### src/rtl/inst_prefetch_queue.sv
// Instruction prefetch queue: sequential fetch requests, in-order response FIFO, redirect flush.
// Optional zero-latency response bypass when PREFETCH_BYPASS_EN is defined.
module inst_prefetch_queue #(
    parameter int          DEPTH    = 4,
    parameter logic [63:0] RESET_PC = 64'h2000,
    parameter int          CNT_W    = $clog2(DEPTH) + 1
) (
    input  logic             clk,
    input  logic             reset,
    output logic             mem_req_valid,
    input  logic             mem_req_ready,
    output logic [63:0]      mem_req_addr,
    input  logic             mem_rsp_valid,
    input  logic [31:0]      mem_rsp_data,
    input  logic             redirect_valid,
    input  logic [63:0]      redirect_pc,
    output logic             inst_valid,
    input  logic             inst_ready,
    output logic [31:0]      inst_out,
    output logic [63:0]      inst_pc,
    output logic [CNT_W-1:0] queue_count
);

    localparam int               PTR_W   = $clog2(DEPTH);
    localparam logic [CNT_W:0]   DEPTH_W = (CNT_W + 1)'(DEPTH);
    localparam logic [CNT_W-1:0] DEPTH_C = CNT_W'(DEPTH);

    logic             active_q;
    logic [63:0]      fetch_pc_q, fetch_pc_d;
    logic [63:0]      rsp_pc_q, rsp_pc_d;
    logic [CNT_W-1:0] outstanding_q, outstanding_d;
    logic [CNT_W-1:0] drop_q, drop_d;
    logic [CNT_W-1:0] count_q, count_d;
    logic [PTR_W-1:0] rd_ptr_q, rd_ptr_d;
    logic [PTR_W-1:0] wr_ptr_q, wr_ptr_d;
    logic [31:0]      fifo_inst_q [DEPTH];
    logic [63:0]      fifo_pc_q   [DEPTH];
    logic [31:0]      hold_inst_q;
    logic [63:0]      hold_pc_q;

    logic [CNT_W:0]   occupancy;
    logic [63:0]      redirect_aligned;
    logic             req_fire, rsp_seen, fifo_empty, fifo_full;
    logic             bypass_hit, bypass_take, deq, enq;

    // Requests are throttled so every in-flight response is guaranteed a FIFO slot.
    assign occupancy        = {1'b0, count_q} + {1'b0, outstanding_q};
    assign mem_req_valid    = active_q && (occupancy < DEPTH_W);
    assign mem_req_addr     = fetch_pc_q;
    assign req_fire         = mem_req_valid && mem_req_ready;
    assign rsp_seen         = mem_rsp_valid && (outstanding_q != '0);
    assign fifo_empty       = (count_q == '0);
    assign fifo_full        = (count_q == DEPTH_C);
    assign redirect_aligned = redirect_pc & ~64'h3;
    assign queue_count      = count_q;

`ifdef PREFETCH_BYPASS_EN
    assign bypass_hit = fifo_empty && (drop_q == '0) && rsp_seen && !redirect_valid;
`else
    assign bypass_hit = 1'b0;
`endif

    assign inst_valid  = !fifo_empty || bypass_hit;
    assign inst_out    = !fifo_empty ? fifo_inst_q[rd_ptr_q] : (bypass_hit ? mem_rsp_data : hold_inst_q);
    assign inst_pc     = !fifo_empty ? fifo_pc_q[rd_ptr_q]   : (bypass_hit ? rsp_pc_q     : hold_pc_q);
    assign bypass_take = bypass_hit && inst_ready;
    assign deq         = !fifo_empty && inst_ready;
    assign enq         = rsp_seen && (drop_q == '0) && !redirect_valid && !bypass_take && !fifo_full;

    // Redirect wins over everything except the head handshake happening in the same cycle.
    always_comb begin
        fetch_pc_d    = fetch_pc_q;
        rsp_pc_d      = rsp_pc_q;
        outstanding_d = outstanding_q + CNT_W'(req_fire) - CNT_W'(rsp_seen);
        drop_d        = drop_q;
        count_d       = count_q + CNT_W'(enq) - CNT_W'(deq);
        rd_ptr_d      = deq ? rd_ptr_q + PTR_W'(1) : rd_ptr_q;
        wr_ptr_d      = enq ? wr_ptr_q + PTR_W'(1) : wr_ptr_q;

        if (req_fire) begin
            fetch_pc_d = fetch_pc_q + 64'd4;
        end
        if (enq || bypass_take) begin
            rsp_pc_d = rsp_pc_q + 64'd4;
        end
        if (rsp_seen && (drop_q != '0)) begin
            drop_d = drop_q - CNT_W'(1);
        end

        if (redirect_valid) begin
            fetch_pc_d = redirect_aligned;
            rsp_pc_d   = redirect_aligned;
            drop_d     = outstanding_d;
            count_d    = '0;
            rd_ptr_d   = '0;
            wr_ptr_d   = '0;
        end
    end

    always_ff @(posedge clk or negedge reset) begin
        if (!reset) begin
            active_q      <= 1'b0;
            fetch_pc_q    <= RESET_PC;
            rsp_pc_q      <= RESET_PC;
            outstanding_q <= '0;
            drop_q        <= '0;
            count_q       <= '0;
            rd_ptr_q      <= '0;
            wr_ptr_q      <= '0;
            hold_inst_q   <= '0;
            hold_pc_q     <= '0;
        end else begin
            active_q      <= 1'b1;
            fetch_pc_q    <= fetch_pc_d;
            rsp_pc_q      <= rsp_pc_d;
            outstanding_q <= outstanding_d;
            drop_q        <= drop_d;
            count_q       <= count_d;
            rd_ptr_q      <= rd_ptr_d;
            wr_ptr_q      <= wr_ptr_d;
            hold_inst_q   <= inst_out;
            hold_pc_q     <= inst_pc;
        end
    end

    // Storage entries carry the PC alongside the word so the decoder never recomputes it.
    always_ff @(posedge clk or negedge reset) begin
        if (!reset) begin
            for (int i = 0; i < DEPTH; i++) begin
                fifo_inst_q[i] <= '0;
                fifo_pc_q[i]   <= '0;
            end
        end else if (enq) begin
            fifo_inst_q[wr_ptr_q] <= mem_rsp_data;
            fifo_pc_q[wr_ptr_q]   <= rsp_pc_q;
        end
    end

endmodule

### config.mk
export PLATFORM = sky130hd
export DESIGN_NAME = inst_prefetch_queue
export DESIGN_NICKNAME = d
export VERILOG_FILES = /design/src/rtl/inst_prefetch_queue.sv
export SDC_FILE = /design/constraint.sdc
export NUM_CORES = 1
export LEC_CHECK = 0
export CORE_MARGIN = 4
export CORE_UTILIZATION = 58
export CTS_CLUSTER_SIZE = 10
export DETAILED_ROUTE_END_ITERATION = 16
export HOLD_SLACK_MARGIN = 0.05
export PLACE_DENSITY = 0.87
export SETUP_SLACK_MARGIN = 0.4
export SLEW_MARGIN = 0
export SYNTH_ARGS = -nofsm -noshare
export SYNTH_HDL_FRONTEND = slang
export SYNTH_SLANG_ARGS = --single-unit
export TNS_END_PERCENT = 50
### constraint.sdc
create_clock -name clk -period 4.4 [get_ports clk]
set_input_delay 0.44 -clock clk [delete_from_list [all_inputs] [get_ports clk]]
set_output_delay 0.44 -clock clk [all_outputs]
set_load 0.05 [all_outputs]
==> flow_summary.toml <==
[detailed_routing]
antenna_violating_nets_post_route = 0
detailroute.via_count = 20700
dr.first_iter.drc_count = 1881
finalWirelength_um = 77500
routedWlPerCell_um = 24.2
drt_first_pass_iters = 7
viasPerCell = 6.45
drcViolationCount = 0

[synth]
ys_top_cells_by_area = "sky130_fd_sc_hd__dfrtp_1 54%, sky130_fd_sc_hd__mux2_2 14%, sky130_fd_sc_hd__mux4_2 7.5%"
postSynth.asyncResetShare = 1.00
synth.ff_latch_count = 610
postSynthAreaPerCell_um2 = 11.9
ys_seq_area_frac = 0.541
synth_flop_cell = "sky130_fd_sc_hd__dfrtp_1"
synth_cell_types = 69
synthDominantAreaCellType = "sky130_fd_sc_hd__dfrtp_1"
synthCells = 2368
synth_top_cell_area_share = 0.539
yosys_warnings = 0
syn-cell-area_um2 = 28200
synth_edf_count = 0

[clock_tree]
largest_buffer_count_on_any_clock_path = 3
postCtsResizedCells = 0
cts_made_buffers = 72
clk_pin_slew_ps = 60
clock-sinks = 610
cts.root.buffer_cell = "sky130_fd_sc_hd__clkbuf_16"
tritoncts_clock_tree = "built"
htree_levels = 3
postCtsSetupRepairBufs = 0
insertion_delay_ps = 610
holdBufCountCts = 1

[sta]
final.setup.tns_ps = 0
min_period_over_period = 0.856
rsz_0062_raised_after_global_routing = "no"
setup_viol = 0
slew-limit-headroom = 0.372
minimum_clock_period_ps = 3770
finalMaxSlewViolations = 0
timing.final.hold_violations = 0
fin_worst_skew_ps = 23.9
worst_slew_pin_slew_ps = 934
fmax_mhz = 265

[power]
sequentialPowerShare = 0.361
swShare = 0.396
cell_internal_pwr_w = 0.0134
power_per_cell_area_nw_per_um2 = 662
share_clk_of_total_power = 0.238
power.ir.vdd_worst_v = 0.000442
pwr-share-comb = 0.401
total_leakage_power_nw = 15.0
net-switching-power_w = 0.00877

[min_path]
timing.hold.worst.class = "in2reg"
hold-path-endpoint = "rd_ptr_q[1]"
hold_depth = 2
min_from = "redirect_valid"

[final_layout]
area_growth_syn_to_layout_pct = 18.5
design.final.nets = 2679
post_route_cells_drive_above_1_share = 0.234
finish.cell_count_without_fillers = 3202

[die]
die_w_um = 229
design.portCount = 267
row_count = 80
die_y_um = 229
core_area_um2 = 47900
floorplan.initialDensity = 0.589
die_area_um2 = 52300

[grt]
via_count_of_the_first_global_routing_pass = 22100
grt_antenna_before_repair = 0
grt.overflow.total = 0
global_route_wire_length_before_repair_um = 124000
grt_util_all_layers = 0.299
grt_start_max_net_pins = 108

[critical_path]
crit-reg2reg-launch = "queue_count[2]"
worstSetupPathType = "reg2out"
worstSetupStartpointType = "flip-flop"
ff2ff_path_depth = 6
worst_ep_required_time_ps = 3960
cp_slowest_cell = "sky130_fd_sc_hd__dfrtp_4"
timing.critical_path.cells = "buf_12, mux4_2, nand2_1, nand2_1, clkdlybuf4s50_1"
reg2reg_slack_ps = 1110
crit_fanout = 28
reg2reg_to = "mem_req_addr[63]"
arrival_time_at_the_worst_endpoint_ps = 3330
critPathMostFrequentCell = "sky130_fd_sc_hd__nand2_1"
crit_path_end_kind = "output pin"
cp_slowest_stage_delay_ps = 860

[flow_run]
cap_viol_max_count = 0

[outcome]
run_status = "finished, final reports clean"

[place]
io_buffer_count = 262
place.detailed.instances = 3101
gp_congestion = 0.935
dp_hpwl_um = 50900
[worst max-delay path, delay by kind of cell, from the launching register on]
kind / cells / cell delay [ps]
buffers and inverters: 2 / 1070
muxes: 1 / 580
and+or+nand+nor: 2 / 160
DFF: 1 / 860
[worst max-delay path by stage]
stage,slack (ps),cells past startpoint,endpoint,start
2_1_floorplan,480,13,drop_q[2],queue_count[2]
3_3_place_gp,1250,6,mem_req_addr[57],queue_count[2]
3_5_place_dp,1180,6,mem_req_addr[63],queue_count[2]
4_1_cts,590,5,inst_pc[33],rd_ptr_q[0]
5_1_grt,500,5,inst_pc[54],rd_ptr_q[0]
6_report,630,5,inst_pc[54],rd_ptr_q[0]
[final cells by class]
class / instances / area, um^2
sequential: 610 / 15300
fill: 3171 / 14500
multi-input combinational: 1554 / 12200
timing repair buffer: 298 / 3070
clock buffer: 90 / 1900
tap: 615 / 769
inverter: 25 / 93.8
clock inverter: 9 / 90.1
antenna: 1 / 2.50
[routing by layer]
layer  track usage  vias up  wire length, um
met2         0.484     1032            37100
met3        0.0666      188             7030
met4         0.109        0             2700
met5             0        -                0
li1              -     8919                -
met1         0.404    10500            30700
[cell families (layout without fill, tap and decap cells)]
group / count (synthesis) / count (layout) / share of synthesized area
and+or+nand+nor: 796 / 796 / 0.134
xor gates and xnor gates: 51 / 51 / 0.0158
buffers and inverters: 205 / 422 / 0.0289
muxes: 461 / 461 / 0.221
AOI/OAI and AO/OA: 227 / 227 / 0.0518
other: 2 / 4 / 0.000266
DFF: 610 / 610 / 0.541
adders and majority gates: 16 / 16 / 0.00762
[registers in the layout (all words and copies together) (netlist names)]
register / count
hold_inst_q: 32
rsp_pc_q: 62
active_q: 1
fifo_pc_q: 248
wr_ptr_q: 2
drop_q: 3
rd_ptr_q: 2
hold_pc_q: 64
mem_req_addr: 62
queue_count: 3
outstanding_q: 3
fifo_inst_q: 128
[power by group through the flow]
stage | logic [W] | registers, W | clock network (W)
final | 0.00888 | 0.00799 | 0.00527
after global routing | 0.00940 | 0.00814 | 0.00562
after CTS | 0.00895 | 0.00797 | 0.00535
after detailed placement | 0.00888 | 0.00804 | 0
after global placement | 0.00863 | 0.00788 | 0
after floorplan | 0.00603 | 0.00774 | 0
[cells in the final DEF, fill, tap and decap left out, types with 22 or more instances in the layout]
cell,n
sky130_fd_sc_hd__a31oi_1,23
sky130_fd_sc_hd__o21ai_0,92
sky130_fd_sc_hd__or4_1,34
sky130_fd_sc_hd__xor2_1,35
sky130_fd_sc_hd__nor4_1,28
sky130_fd_sc_hd__inv_1,22
sky130_fd_sc_hd__nand2_1,419
sky130_fd_sc_hd__clkdlybuf4s50_1,260
sky130_fd_sc_hd__nor2_1,57
sky130_fd_sc_hd__buf_4,22
sky130_fd_sc_hd__mux4_2,94
sky130_fd_sc_hd__dfrtp_1,606
sky130_fd_sc_hd__mux2_2,359
sky130_fd_sc_hd__nand4_1,73
sky130_fd_sc_hd__o211ai_1,31
sky130_fd_sc_hd__nand3_1,81
sky130_fd_sc_hd__clkbuf_16,72
[cells in the mapped netlist, drive strengths merged (6+ instances only)]
cell / instances
dfrtp: 608
nand2: 424
mux2: 359
clkbuf: 154
mux4: 94
o21ai: 92
nand3: 81
nand4: 74
nor2: 58
or4: 36
xor2: 35
nor4: 32
o211ai: 31
buf: 24
inv: 24
a31oi: 23
and3: 21
o311ai: 21
a21oi: 18
nor3: 17
xnor2: 16
and2: 15
ha: 14
or3: 14
o31ai: 13
mux2i: 8
nand2b: 7
o31a: 7
a22oi: 6
[per-stage QoR]
| stage | instance area [um^2] | hold slack [ps] | setup WS (ps) | utilization | power, W |
|---|---|---|---|---|---|
| 6_report | 33500 | 146 | 632 | 0.698 | 0.0221 |
| 5_1_grt | 33400 | 158 | 501 | 0.698 | 0.0232 |
| 3_3_place_gp | 31400 | 445 | 1250 | 0.656 | 0.0165 |
| 2_1_floorplan | 28200 | 144 | 476 | - | 0.0138 |
| 4_1_cts | 33400 | 127 | 593 | 0.698 | 0.0223 |
| 3_5_place_dp | 31400 | 453 | 1180 | 0.656 | 0.0169 |
No activity file was read; power rests on OpenSTA's default activity.
